--- src/rtl/button_ram_arbiter.sv ---
// Two-master round-robin arbiter for the 32-bit x DEPTH single-port button RAM.
// Define BUTTON_RAM_ARB_FIXED_PRIO_EN for fixed priority, where m0 always wins.
module button_ram_arbiter #(
    parameter int DEPTH      = 5000,
    parameter int ADDR_W     = 13,
    parameter int MAX_CONSEC = 4
) (
    input  logic              clk,
    input  logic              reset_n,
    input  logic [ADDR_W-1:0] m0_address,
    input  logic [3:0]        m0_byteenable,
    input  logic              m0_read,
    input  logic              m0_write,
    input  logic [31:0]       m0_writedata,
    output logic              m0_waitrequest,
    output logic [31:0]       m0_readdata,
    output logic              m0_readdatavalid,
    input  logic [ADDR_W-1:0] m1_address,
    input  logic [3:0]        m1_byteenable,
    input  logic              m1_read,
    input  logic              m1_write,
    input  logic [31:0]       m1_writedata,
    output logic              m1_waitrequest,
    output logic [31:0]       m1_readdata,
    output logic              m1_readdatavalid,
    output logic [ADDR_W-1:0] ram_address,
    output logic [3:0]        ram_byteenable,
    output logic              ram_chipselect,
    output logic              ram_write,
    output logic [31:0]       ram_writedata,
    output logic              ram_clken,
    input  logic [31:0]       ram_readdata,
    input  logic              err_clr,
    output logic              err_oor
);
    // Handshake: a master's command is taken in the cycle its waitrequest is 0;
    // a read taken in cycle T returns readdatavalid/readdata in T+1.

    typedef enum logic {
        OWN_M0 = 1'b0,
        OWN_M1 = 1'b1
    } owner_t;

    owner_t      owner_q, owner_n;
    logic [3:0]  consec_q, consec_n;
    logic        pend_valid_q, pend_oor_q, err_oor_q;
    owner_t      pend_owner_q;

    logic        req0, req1, own_req, oth_req;
    logic        gnt;
    owner_t      gnt_sel;
    logic [ADDR_W-1:0] sel_addr;
    logic [3:0]  sel_be;
    logic [31:0] sel_wdata;
    logic        sel_read, sel_write;
    logic        in_range;
    logic        rd_accept;
    logic [31:0] rdata_mux;

    assign req0 = m0_read | m0_write;
    assign req1 = m1_read | m1_write;

    always_comb begin
        gnt      = 1'b0;
        gnt_sel  = owner_q;
        owner_n  = owner_q;
        consec_n = consec_q;
        own_req  = (owner_q == OWN_M0) ? req0 : req1;
        oth_req  = (owner_q == OWN_M0) ? req1 : req0;
        if (reset_n) begin
`ifdef BUTTON_RAM_ARB_FIXED_PRIO_EN
            if (req0) begin
                gnt     = 1'b1;
                gnt_sel = OWN_M0;
            end else if (req1) begin
                gnt     = 1'b1;
                gnt_sel = OWN_M1;
            end
`else
            // Owner keeps the RAM until its burst budget runs out while the other waits.
            if (own_req && ((consec_q < 4'(MAX_CONSEC)) || !oth_req)) begin
                gnt     = 1'b1;
                gnt_sel = owner_q;
            end else if (oth_req) begin
                gnt     = 1'b1;
                gnt_sel = (owner_q == OWN_M0) ? OWN_M1 : OWN_M0;
            end
`endif
        end
        if (gnt) begin
            if (gnt_sel == owner_q) begin
                consec_n = (consec_q >= 4'(MAX_CONSEC)) ? consec_q : consec_q + 4'd1;
            end else begin
                owner_n  = gnt_sel;
                consec_n = 4'd1;
            end
        end else begin
            consec_n = 4'd0;
        end
    end

    always_comb begin
        sel_addr  = (gnt_sel == OWN_M1) ? m1_address    : m0_address;
        sel_be    = (gnt_sel == OWN_M1) ? m1_byteenable : m0_byteenable;
        sel_wdata = (gnt_sel == OWN_M1) ? m1_writedata  : m0_writedata;
        sel_read  = (gnt_sel == OWN_M1) ? m1_read       : m0_read;
        sel_write = (gnt_sel == OWN_M1) ? m1_write      : m0_write;
    end

    assign in_range  = (32'(sel_addr) < 32'(DEPTH));
    // Read+write together is treated as a write, so no data is returned.
    assign rd_accept = gnt & sel_read & ~sel_write;

    assign ram_address    = gnt ? sel_addr  : '0;
    assign ram_byteenable = gnt ? sel_be    : '0;
    assign ram_writedata  = gnt ? sel_wdata : '0;
    assign ram_write      = gnt & sel_write;
    assign ram_chipselect = gnt & in_range;
    assign ram_clken      = reset_n;

    assign m0_waitrequest = ~(gnt && (gnt_sel == OWN_M0));
    assign m1_waitrequest = ~(gnt && (gnt_sel == OWN_M1));

    always_ff @(posedge clk) begin
        if (!reset_n) begin
            owner_q      <= OWN_M0;
            consec_q     <= 4'd0;
            pend_valid_q <= 1'b0;
            pend_owner_q <= OWN_M0;
            pend_oor_q   <= 1'b0;
            err_oor_q    <= 1'b0;
        end else begin
            owner_q      <= owner_n;
            consec_q     <= consec_n;
            pend_valid_q <= rd_accept;
            pend_owner_q <= gnt_sel;
            pend_oor_q   <= ~in_range;
            if (gnt && !in_range) begin
                err_oor_q <= 1'b1;
            end else if (err_clr) begin
                err_oor_q <= 1'b0;
            end
        end
    end

    // Gating with reset_n cancels a return that was in flight when reset hit.
    assign m0_readdatavalid = reset_n & pend_valid_q & (pend_owner_q == OWN_M0);
    assign m1_readdatavalid = reset_n & pend_valid_q & (pend_owner_q == OWN_M1);
    assign rdata_mux        = pend_oor_q ? 32'h0 : ram_readdata;
    assign m0_readdata      = m0_readdatavalid ? rdata_mux : 32'h0;
    assign m1_readdata      = m1_readdatavalid ? rdata_mux : 32'h0;
    assign err_oor          = err_oor_q;

endmodule

--- config.mk ---
export PLATFORM = sky130hd
export DESIGN_NAME = button_ram_arbiter
export DESIGN_NICKNAME = d
export VERILOG_FILES = /design/src/rtl/button_ram_arbiter.sv
export SDC_FILE = /design/constraint.sdc
export NUM_CORES = 1
export LEC_CHECK = 0
export CAP_MARGIN = 20
export CORE_AREA = 5 5 98 100
export DETAILED_ROUTE_END_ITERATION = 10
export DIE_AREA = 0 0 103 105
export PLACE_DENSITY_LB_ADDON = 0.2
export SYNTH_ARGS = -nofsm -noshare
export SYNTH_HDL_FRONTEND = slang
export SYNTH_SLANG_ARGS = --single-unit
--- constraint.sdc ---
create_clock -name clk -period 2 [get_ports clk]
set_input_delay 0.3 -clock clk [delete_from_list [all_inputs] [get_ports clk]]
set_output_delay 0.3 -clock clk [all_outputs]
set_load 0.01 [all_outputs]
==> results of run 1 <==
[cells in the final DEF, fill, tap and decap left out, types with 2 or more instances in the layout]
cell type,n
a21oi_1,4
a21oi_4,2
and2_1,3
buf_12,9
buf_2,49
buf_4,29
buf_6,3
clkbuf_8,3
clkdlybuf4s15_2,6
clkdlybuf4s50_1,137
dfxtp_1,5
dfxtp_2,2
dfxtp_4,2
dlygate4sd2_1,3
dlymetal6s2s_1,61
inv_1,3
mux2i_1,47
mux2i_2,3
nand2_1,6
nand2b_1,33
nand3_1,3
nand3b_1,2
nor2_1,121
nor3_1,2
nor4_1,2
o21ai_0,2
o31ai_2,2
[worst reg2reg max path, stage by stage, from the launching register on]
cell	delay [ns]
dfxtp_4	0.37
nor4_4	0.28
buf_4	0.17
nor3_4	0.04
buf_4	0.14
buf_6	0.12
buf_8	0.12
buf_4	0.13
or3b_1	0.36
a21boi_1	0.13
[state kept, by name (all words and copies together), names as in the netlist]
signal,cells
consec_q,4
err_oor,1
owner_q,1
pend_oor_q,1
pend_owner_q,1
pend_valid_q,1
[repair_timing]
action / CTS / global route
pin swaps: 12 / 16
buffers inserted: 10 / 4
setup endpoints to repair: 120 / 115
gates cloned: 3 / 0
resized for setup: 243 / 70
[stage by stage]
stage               std cells  utilization [%]  power, uW
floorplan                 283                -        528
global placement          655             54.0       1080
detailed placement        655             54.0       1090
CTS                       672             55.0       1310
global route              671             56.3       1360
finish                    671             56.3       1270
[layout make-up]
cell class	instances	area share (%)
inverter	3	0.233
sequential	9	3.93
clock buffer	4	0.932
timing repair buffer	299	60.5
tap	108	2.80
multi-input combinational	248	31.6
[path summary, 6_finish.rpt]
kind / depth (start not counted) / slack, ns / endpoint
min reg2reg: 2 / 0.46 / err_oor
max: 9 / -0.20 / ram_writedata[17]
min: 2 / 0.46 / err_oor
max reg2reg: 9 / 0.09 / pend_valid_q
[routing by layer]
metal  GRT usage, %  share of wire [%]  vias up
met5              0                  0        -
li1               -                  -     1483
met4           7.49                3.9        0
met2           34.6                 52      180
met1           16.8                 31     1335
met3           6.93                 13       26
[where the power goes]
part | total, uW | switching [uW] | internal, uW
Sequential | 207 | 17.5 | 190
Combinational | 855 | 332 | 523
Clock | 211 | 72.0 | 139
Total | 1270 | 421 | 852
[cell families (layout without fill, tap and decap cells)]
| logic type | after synthesis | in the layout | synth area share [%] |
|---|---|---|---|
| fa+ha+maj | 1 | 1 | 0.699 |
| simple gates | 178 | 178 | 44.7 |
| mux | 51 | 51 | 28.5 |
| flops | 9 | 9 | 10.1 |
| buf+inv | 26 | 306 | 9.57 |
| compound gates | 18 | 18 | 6.43 |
==> flow_summary_export.csv, run 1 <==
group,metric,value,unit
clock_tree,ctsHoldBuffers,0,
clock_tree,clock_latency,0.23,ns
sta,max_slew_margin,73.0,%
clock_tree,cts_num_sinks,9,
critical_path,critPathLaunch,"consec_q[3]",
yosys,async_reset_ff_share,0,%
final_layout,fin_nets,702,
yosys,syn_nets,421,
sta,rsz0062_at_grt,"yes",
yosys,ys_ff_latch,9,
power,leakage,0.00307,uW
sta,fin_skew,0.00300,ns
global_routing,grt_pass1_wl,15.8,mm
yosys,yosysWarnings,0,
critical_path,critical-path-top-delay-family,"buffers and inverters",
route,wl,10.5,mm
hold_path,min_path_type,"reg2reg",
yosys,syn_inst,283,
sta,whs,0.462,ns
placement,place_hpwl,8.99,mm
placement,portBuffers,257,
clock_tree,cts_tree,"done",
job,drv_cap,0,
final_layout,layout-drive-gt1-share,21.1,%
route,wl_per_cell,15.7,um
sta,setup_viol,51,
critical_path,path_common_cell,"buf_12",
global_routing,grt_max_degree,34,
critical_path,timing.critical_path.required,1.70,ns
global_routing,antenna_found_initial,0,
die,core,8590,um2
critical_path,worst_setup_path_start_kind,"register",
sta,timing.final.crit_period,2.20,ns
clock_tree,cts-root-buf,"clkbuf_8",
critical_path,cpMaxStageDelayCell,"dfxtp_4",
yosys,synth_edf_count,0,
die,die_x,103,um
yosys,syn-mean-instance-area,6.33,um2
critical_path,path_max_fanout,7,
global_routing,grt-ovfl-total,0,
critical_path,end_kind,"output pin",
yosys,ys_types,34,
final_layout,seqCellArea,190,um2
die,rows,34,
placement,pre_cts_slack,-0.785,ns
final_layout,fin_area,4830,um2
route,viasPerCell,4.51,
die,die_y,105,um
critical_path,crit_type,"reg2out",
route,initialDrtViolationCount,28,
status,violations,"setup timing",
power,ir_drop,0.121,mV
clock_tree,cts-buffers-inserted,3,
yosys,synth_top_area_share,28.5,%
sta,finalHoldViolations,0,
die,start_util,20.8,%
final_layout,multi_input_area,1530,um2
sta,setup_slack,-0.205,ns
sta,post-route-period-util,110,%
yosys,ys.flop_type,"dfxtp_1",
global_routing,grt_pass1_vias,3217,
final_layout,nFillCells,820,
die,dieArea,10800,um2
sta,tightest_slew,0.404,ns
yosys,yosysMostFrequentCell,"nor2_1",
clock_tree,cts.clk_slew.worst_paths,0.05,ns
sta,fin_setup_tns,-6.88,ns
global_routing,grt_usage,18.2,%
critical_path,worst_path_largest_cell_delay,0.37,ns
critical_path,worstPathArrival,1.90,ns
yosys,syn_area,1790,um2
critical_path,r2r_start,"consec_q[3]",
power,power_density,263,nW/um2
placement,place_congestion,0.828,
clock_tree,clockBufferDepth,2,
sta,drv_slew,0,
yosys,yosys-top-cells-area,"mux2i_1 (29%), nor2_1 (25%), nand2b_1 (12%)",
yosys,synthTopCellsByCount,"nor2_1 (121), mux2i_1 (51), nand2b_1 (33)",
die,ios,258,
yosys,ys_seq_area_share,10.1,%
route,ant_nets,0,
final_layout,syn2layout_area_growth,170,%
yosys,yosysTopAreaCell,"mux2i_1",
sta,fmaxAchievable,454,MHz
final_layout,diodes,0,
route,post-route-drc-count,0,
placement,placed_area,4640,um2
clock_tree,htreeDepth,1,
route,num_vias,3024,
critical_path,crit_buf_inv,4,
critical_path,cp_cell_sequence,"o21ai_4 > a21oi_4 > nor3_4 > buf_12 > buf_12 > buf_12 > mux2i_1 > nor2_1 > buf_2",
route,first_pass_iters,4,
status,status,"finished with violations",
hold_path,hp-start,"err_oor",
Note: power is estimated with default switching activity, not from simulation.
==> run 2: changes to the inputs <==
--- a/config.mk
+++ b/config.mk
@@ -5,7 +5,7 @@
 export SDC_FILE = /design/constraint.sdc
 export NUM_CORES = 1
 export LEC_CHECK = 0
-export CAP_MARGIN = 20
+export CAP_MARGIN = 25
 export CORE_AREA = 5 5 98 100
 export DETAILED_ROUTE_END_ITERATION = 10
 export DIE_AREA = 0 0 103 105
==> results of run 2 <==
The final DEF is identical to that of run 1; final timing and power are the same.
